## src/rtl/uart_rx.sv

```systemverilog
// uart_rx: 8-bit MSB-first serial receiver with a two-flop input synchronizer.
// Optional even-parity bit enabled by defining UART_RX_PARITY_EN; by default
// the frame is start + 8 data + stop and PARITY_ERR is tied low.
module uart_rx #(
  parameter int CLKS_PER_BIT = 434
) (
  input  logic       CLK,
  input  logic       RST,
  input  logic       RX_EN,
  input  logic       RX_IN,
  output logic [7:0] DATA_OUT,
  output logic       VALID,
  output logic       BUSY,
  output logic       FRAME_ERR,
  output logic       PARITY_ERR
);

  localparam int CW   = (CLKS_PER_BIT > 1) ? $clog2(CLKS_PER_BIT) : 1;
  localparam int HALF = (CLKS_PER_BIT / 2 > 0) ? CLKS_PER_BIT / 2 : 1;
  localparam logic [CW-1:0] HALF_LAST = CW'(HALF - 1);
  localparam logic [CW-1:0] BIT_LAST  = CW'(CLKS_PER_BIT - 1);

  typedef enum logic [2:0] {
    IDLE       = 3'd0,
    START_BIT  = 3'd1,
    DATA_BITS  = 3'd2,
`ifdef UART_RX_PARITY_EN
    PARITY_BIT = 3'd3,
`endif
    STOP_BIT   = 3'd4
  } state_t;

  state_t      state;
  logic [CW-1:0] cnt;
  logic [2:0]  bit_cnt;
  logic [7:0]  shreg;
  logic        rx_meta;
  logic        rxs;

`ifdef UART_RX_PARITY_EN
  logic par_bad;
  logic par_err_q;
  assign PARITY_ERR = par_err_q;
`else
  assign PARITY_ERR = 1'b0;
`endif

  // Two-flop synchronizer; resets to the idle (high) line level.
  always_ff @(posedge CLK) begin
    if (RST) begin
      rx_meta <= 1'b1;
      rxs     <= 1'b1;
    end else begin
      rx_meta <= RX_IN;
      rxs     <= rx_meta;
    end
  end

  // Receive FSM: mid-bit sampling, counter cleared at every sample point.
  always_ff @(posedge CLK) begin
    if (RST) begin
      state     <= IDLE;
      cnt       <= '0;
      bit_cnt   <= '0;
      shreg     <= '0;
      DATA_OUT  <= '0;
      VALID     <= 1'b0;
      BUSY      <= 1'b0;
      FRAME_ERR <= 1'b0;
`ifdef UART_RX_PARITY_EN
      par_bad   <= 1'b0;
      par_err_q <= 1'b0;
`endif
    end else begin
      VALID     <= 1'b0;
      FRAME_ERR <= 1'b0;
`ifdef UART_RX_PARITY_EN
      par_err_q <= 1'b0;
`endif
      case (state)
        IDLE: begin
          cnt <= '0;
          if (RX_EN && !rxs) begin
            state   <= START_BIT;
            bit_cnt <= '0;
            BUSY    <= 1'b1;
`ifdef UART_RX_PARITY_EN
            par_bad <= 1'b0;
`endif
          end
        end
        START_BIT: begin
          if (cnt == HALF_LAST) begin
            cnt <= '0;
            if (rxs) begin
              // Line went back high before mid-start: glitch, not a frame.
              state <= IDLE;
              BUSY  <= 1'b0;
            end else begin
              state <= DATA_BITS;
            end
          end else begin
            cnt <= cnt + CW'(1);
          end
        end
        DATA_BITS: begin
          if (cnt == BIT_LAST) begin
            cnt     <= '0;
            shreg   <= {shreg[6:0], rxs};
            bit_cnt <= bit_cnt + 3'd1;
            if (bit_cnt == 3'd7) begin
`ifdef UART_RX_PARITY_EN
              state <= PARITY_BIT;
`else
              state <= STOP_BIT;
`endif
            end
          end else begin
            cnt <= cnt + CW'(1);
          end
        end
`ifdef UART_RX_PARITY_EN
        PARITY_BIT: begin
          if (cnt == BIT_LAST) begin
            cnt     <= '0;
            par_bad <= (^shreg) != rxs;
            state   <= STOP_BIT;
          end else begin
            cnt <= cnt + CW'(1);
          end
        end
`endif
        STOP_BIT: begin
          if (cnt == BIT_LAST) begin
            // Back to IDLE right away so a start half a bit later is seen.
            cnt   <= '0;
            state <= IDLE;
            BUSY  <= 1'b0;
            if (!rxs) begin
              FRAME_ERR <= 1'b1;
            end
`ifdef UART_RX_PARITY_EN
            else if (par_bad) begin
              par_err_q <= 1'b1;
            end
`endif
            else begin
              VALID    <= 1'b1;
              DATA_OUT <= shreg;
            end
          end else begin
            cnt <= cnt + CW'(1);
          end
        end
        default: begin
          state <= IDLE;
          cnt   <= '0;
          BUSY  <= 1'b0;
        end
      endcase
    end
  end

endmodule

```

## config.mk

```make
export PLATFORM = sky130hd
export DESIGN_NAME = uart_rx
export DESIGN_NICKNAME = d
export VERILOG_FILES = /design/src/rtl/uart_rx.sv
export SDC_FILE = /design/constraint.sdc
export NUM_CORES = 1
export LEC_CHECK = 0
export BUFFER_PORTS_ARGS = -buffer_cell sky130_fd_sc_hd__buf_2
export CAP_MARGIN = 20
export CORE_MARGIN = 2
export CORE_UTILIZATION = 36
export CTS_BUF_LIST = sky130_fd_sc_hd__clkbuf_4
export DETAILED_ROUTE_END_ITERATION = 12
export GPL_TIMING_DRIVEN = 0
export PLACE_DENSITY = 0.62
export SLEW_MARGIN = 20
export SYNTH_ARGS = -nofsm -noshare
export SYNTH_HDL_FRONTEND = slang
export SYNTH_SLANG_ARGS = --single-unit
export TNS_END_PERCENT = 100
```

## constraint.sdc

```tcl
create_clock -name CLK -period 3.8 [get_ports CLK]
set_clock_uncertainty 0.1 [all_clocks]
set_input_delay 0 -clock CLK [delete_from_list [all_inputs] [get_ports CLK]]
set_output_delay 0 -clock CLK [all_outputs]
set_load 0.02 [all_outputs]
```

Yosys cells after proc, flatten, opt, wreduce, memory -nomap -nowiden
Cells that the tools add are included.

Add/subtract/negate cells: 2. Equal/unequal tests: 12. Muxes and demuxes: 20. Bitwise operators: 3. Reduce and logical (&&, ||, !) cells: 11.

Operators with widths (number): 3-bit 2-to-1 mux (7); 9-bit 2-to-1 mux (2); 9-bit case mux with 2 select lines (1); 2-bit != test (second input constant) (6); 3-bit case mux with 4 select lines (1); 5-bit AND reduction (2); 9-bit by 1-bit adder with 9-bit output (second input constant) (1); 9-bit by 8-bit equality test with 1-bit output (second input constant) (1); 9-bit equality test (second input constant) (1); 3-bit equality test (second input constant) (2); 1-bit 2-to-1 mux (6); 3-bit case mux with 2 select lines (1); 3-bit AND reduction (2); 1-bit case mux with 4 select lines (1); 3-bit by 1-bit adder with 3-bit output (second input constant) (1); 3-bit by 1-bit equality test with 1-bit output (second input constant) (1); 3-bit by 2-bit equality test with 1-bit output (second input constant) (1); 3-bit logical NOT (1); 1-bit NOT (3); 3-bit OR reduction (1); 2-bit 2-to-1 mux (1); 2-bit AND reduction (1); 2-bit nonzero test (1); 2-bit OR reduction (1); other kinds (2) (2).

Flip-flop bits (word level): 36. Output and inout bits: 12. Word-level logic and storage cells: 58.

Depth between registers and ports, before layout
Depth after elaboration: 4. Gate-level depth with buffers: 7. Gate-level depth less buffers: 6.

Worst setup path after synthesis
Ideal clock, no wire load.

Path kind: reg2reg. Start point: register cnt[1]. End point: register state[1]. Arrival: 1585 ps. Data required time: 3577 ps. Slack: 1992 ps. Cell stages (with the launch flop): 7. Period minus slack after synthesis: 1808 ps. Cell sequence: dfxtp_1 -> inv_1 -> ha_1 -> and4bb_2 -> a211oi_1 -> a211o_1 -> mux2_1.

Cells in the longest elaborated chain, start to end: 3.

RTL lines: start, declared (RTL line 34) `logic [CW-1:0] cnt;`; start signal, assigned (RTL line 103) `cnt <= cnt + CW'(1);`; start signal, assigned (RTL line 119) `cnt <= cnt + CW'(1);`; start signal, assigned (RTL line 152) `cnt <= cnt + CW'(1);`; 9-bit equality test / 9-bit by 8-bit equality test with 1-bit output (equally long branches) (RTL line 107, 134, 93); 2-bit != test (no source line); 5-bit AND reduction (no source line) *; end signal, assigned (RTL line 100) `state <= DATA_BITS;`; end signal, assigned (RTL line 115) `state <= STOP_BIT;`; end signal, assigned (RTL line 137) `state <= IDLE;`; end, declared (RTL line 33) `state_t state;`.

Every way passes the cells marked *; elsewhere a longest branch is shown, timed or not. A chain may end at the register's enable or synchronous reset.

Worst setup path in the final report
Same ends and word-level chain as after synthesis.

==> run summary <==
status = completed
CTS tree = built
Synth Area in Simple Gates = 0.252
Port Buffer Count = 14
main combinational cell family by area after synthesis = simple AND/OR/NAND/NOR gates
Synth Instances = 168
Fin Hold WS = 0.283 ns
CORE AREA = 4030 um2
mux contribution to synthesized area = 0.0602
Vias = 1165
HP Class = in -> reg
Clk Latency, worst-skew pair = 0.33 ns
min Tclk post-route = 2.00 ns
Clk Tree Root Cell = clkbuf_4
Total GRT Usage = 0.135
CTS Buf Count = 5
setup_tns = 0 ns
Post-Synth Adder-Cell Area = 0.0412
Die Ht = 68.9 um
Final Setup Violations = 0
WL per Instance = 11.1 um
crit path DAT = 2.13 ns
ANT cells = 0
nets = 201
Cell Area, Synth = 1520 um2
TritonRoute pass-1 iters = 4
P per Cell Area = 377 nW/um2
average vias per placed instance = 4.79
first-pass GRT wire length = 4720 um
WP data required = 3.93 ns
RSZ-0062 raised after global routing = no
grt total ovfl = 0
Final Max Tran Viols = 0
CP Capture Type = flip-flop
Yosys cell types = 34
final hold violation count = 0
CP Class = reg -> reg
Worst IR Drop VDD = 0.000242 V
Final GP Congestion = 0.767
register area share after synthesis = 0.475
Die X = 68.9 um
pin count of the biggest net entering global routing = 13
area grow syn2layout = 16.0%
post-synthesis average cell area = 9.03 um2
critical path peak fanout = 6
vias in the first global route = 1061
starting DRC count in detailed routing = 63
Highest Clock Rate = 501 MHz
clk sinks = 36
Top Ports = 16
initial core utilization = 0.377
leakage power = 0.723 nW
max-cap violations = 0
CP startpoint kind = flip-flop
initial antenna violation count = 0
Max Root-Sink Buffers = 2
DRC viols = 0
Routed WL = 2710 um
period utilization = 0.526
number of H-tree levels = 2
compound-gate portion of the synthesized area = 0.0857
YS warnings = 0
share of cells above drive strength 1 = 0.166
register bit total from synthesis = 36
DIE AREA = 4750 um2
remaining antenna violation count = 0
site row count = 23
Synth Area in XOR/XNOR = 0.0462
Mapped Nets = 177
Reg clk slew, reported paths = 0.11 ns
Final HPWL DP = 1930 um
flip-flops by register name, indices dropped and copies added, names as in the netlist:
name       count
cnt            9
DATA_OUT       8
shreg          8
bit_cnt        3
state          3
BUSY           1
FRAME_ERR      1
VALID          1
rx_meta        1
rxs            1
logic make-up after synthesis:
kind of cell / count (synthesis)
compound gates: 20
xor+xnor: 8
fa+ha+maj: 5
buf+inv: 13
flops: 36
mux: 9
other cells: 1
simple gates: 76
synthesized netlist by cell type (all sizes together):
cell type	number	area, um2
a2111oi	1	15.0
a211o	2	17.5
a211oi	1	7.51
a21oi	13	65.1
a22oi	1	7.51
and2	1	6.26
and3	2	12.5
and4	2	17.5
and4b	1	10.0
and4bb	1	12.5
buf	4	22.5
clkbuf	4	15.0
conb	1	3.75
dfxtp	36	721
ha	5	62.6
inv	5	18.8
mux2	1	11.3
mux2i	8	80.1
nand2	22	82.6
nand2b	1	6.26
nand3	7	35.0
nand4	5	37.5
nor2	21	78.8
nor2b	4	25.0
nor3	4	20.0
nor4b	2	17.5
o211ai	1	12.5
o21ai	1	5.00
or2	2	12.5
or3b	1	8.76
xnor2	5	43.8
xor2	3	26.3
what timing repair did:
item	in CTS	in global routing
hold buffers	3	0
resized for setup	0	0
endpoints found under the hold margin	3	0
setup buffers	0	0
power breakdown:
| group | leakage (nW) | switching (mW) | internal [mW] |
|---|---|---|---|
| Sequential | 0.290 | 0.00142 | 0.379 |
| Clock | 0.0412 | 0.127 | 0.137 |
| Combinational | 0.391 | 0.0117 | 0.00801 |
per-stage QoR:
step | instances | power (mW) | cell area, um2 | worst slack, ns | util
6_report | 243 | 0.664 | 1760 | 1.80 | 0.437
4_1_cts | 243 | 0.674 | 1760 | 1.80 | 0.437
5_1_grt | 243 | 0.690 | 1760 | 1.63 | 0.437
3_3_place_gp | 232 | 0.406 | 1650 | 1.83 | 0.410
3_5_place_dp | 232 | 0.407 | 1650 | 1.82 | 0.410
2_1_floorplan | 168 | 0.401 | 1520 | 1.99 | -
routing by layer:
layer,up-vias,share of wire,global-route usage
li1,616,-,-
met1,527,0.51,0.185
met2,17,0.43,0.188
met3,5,0.039,0.0455
met4,0,0.018,0.0637
met5,-,0,0
cells in the final DEF, fill, tap and decap left out, drive strengths merged, types with 2 or more instances in the layout:
cell type,count
dfxtp,36
nand2,22
nor2,21
buf,18
a21oi,13
clkbuf,9
mux2i,8
nand3,7
inv,5
xnor2,5
ha,5
nand4,5
nor2b,4
nor3,4
xor2,3
dlygate4sd3,3
and4,2
nor4b,2
a211o,2
and3,2
or2,2
final timing paths:
kind,endpoint,startpoint,cells after the start,slack (ns)
hold / removal,rx_meta,RX_IN,3,0.28
hold reg to reg,rxs,rx_meta,1,0.32
setup reg to reg,state[1],cnt[1],6,1.80
setup / recovery,state[1],cnt[1],6,1.80
layout make-up:
| class | count | area [um2] |
|---|---|---|
| plain buffers | 8 | 37.5 |
| clock buffers | 5 | 37.5 |
| clock inverters | 3 | 42.5 |
| fillers | 427 | 2270 |
| inverters | 5 | 18.8 |
| multi-input cells | 119 | 741 |
| flip-flops and latches | 36 | 721 |
| well taps | 50 | 62.6 |
| repair buffers | 17 | 100 |
critical path, cell delays in order (launching register included):
cell and delay [ns]:
dfxtp_1 0.37, inv_1 0.07, ha_1 0.17, and4bb_2 0.27
a211oi_1 0.44, a211o_1 0.18, mux2_1 0.31
Note: power is estimated with default switching activity, not from simulation.
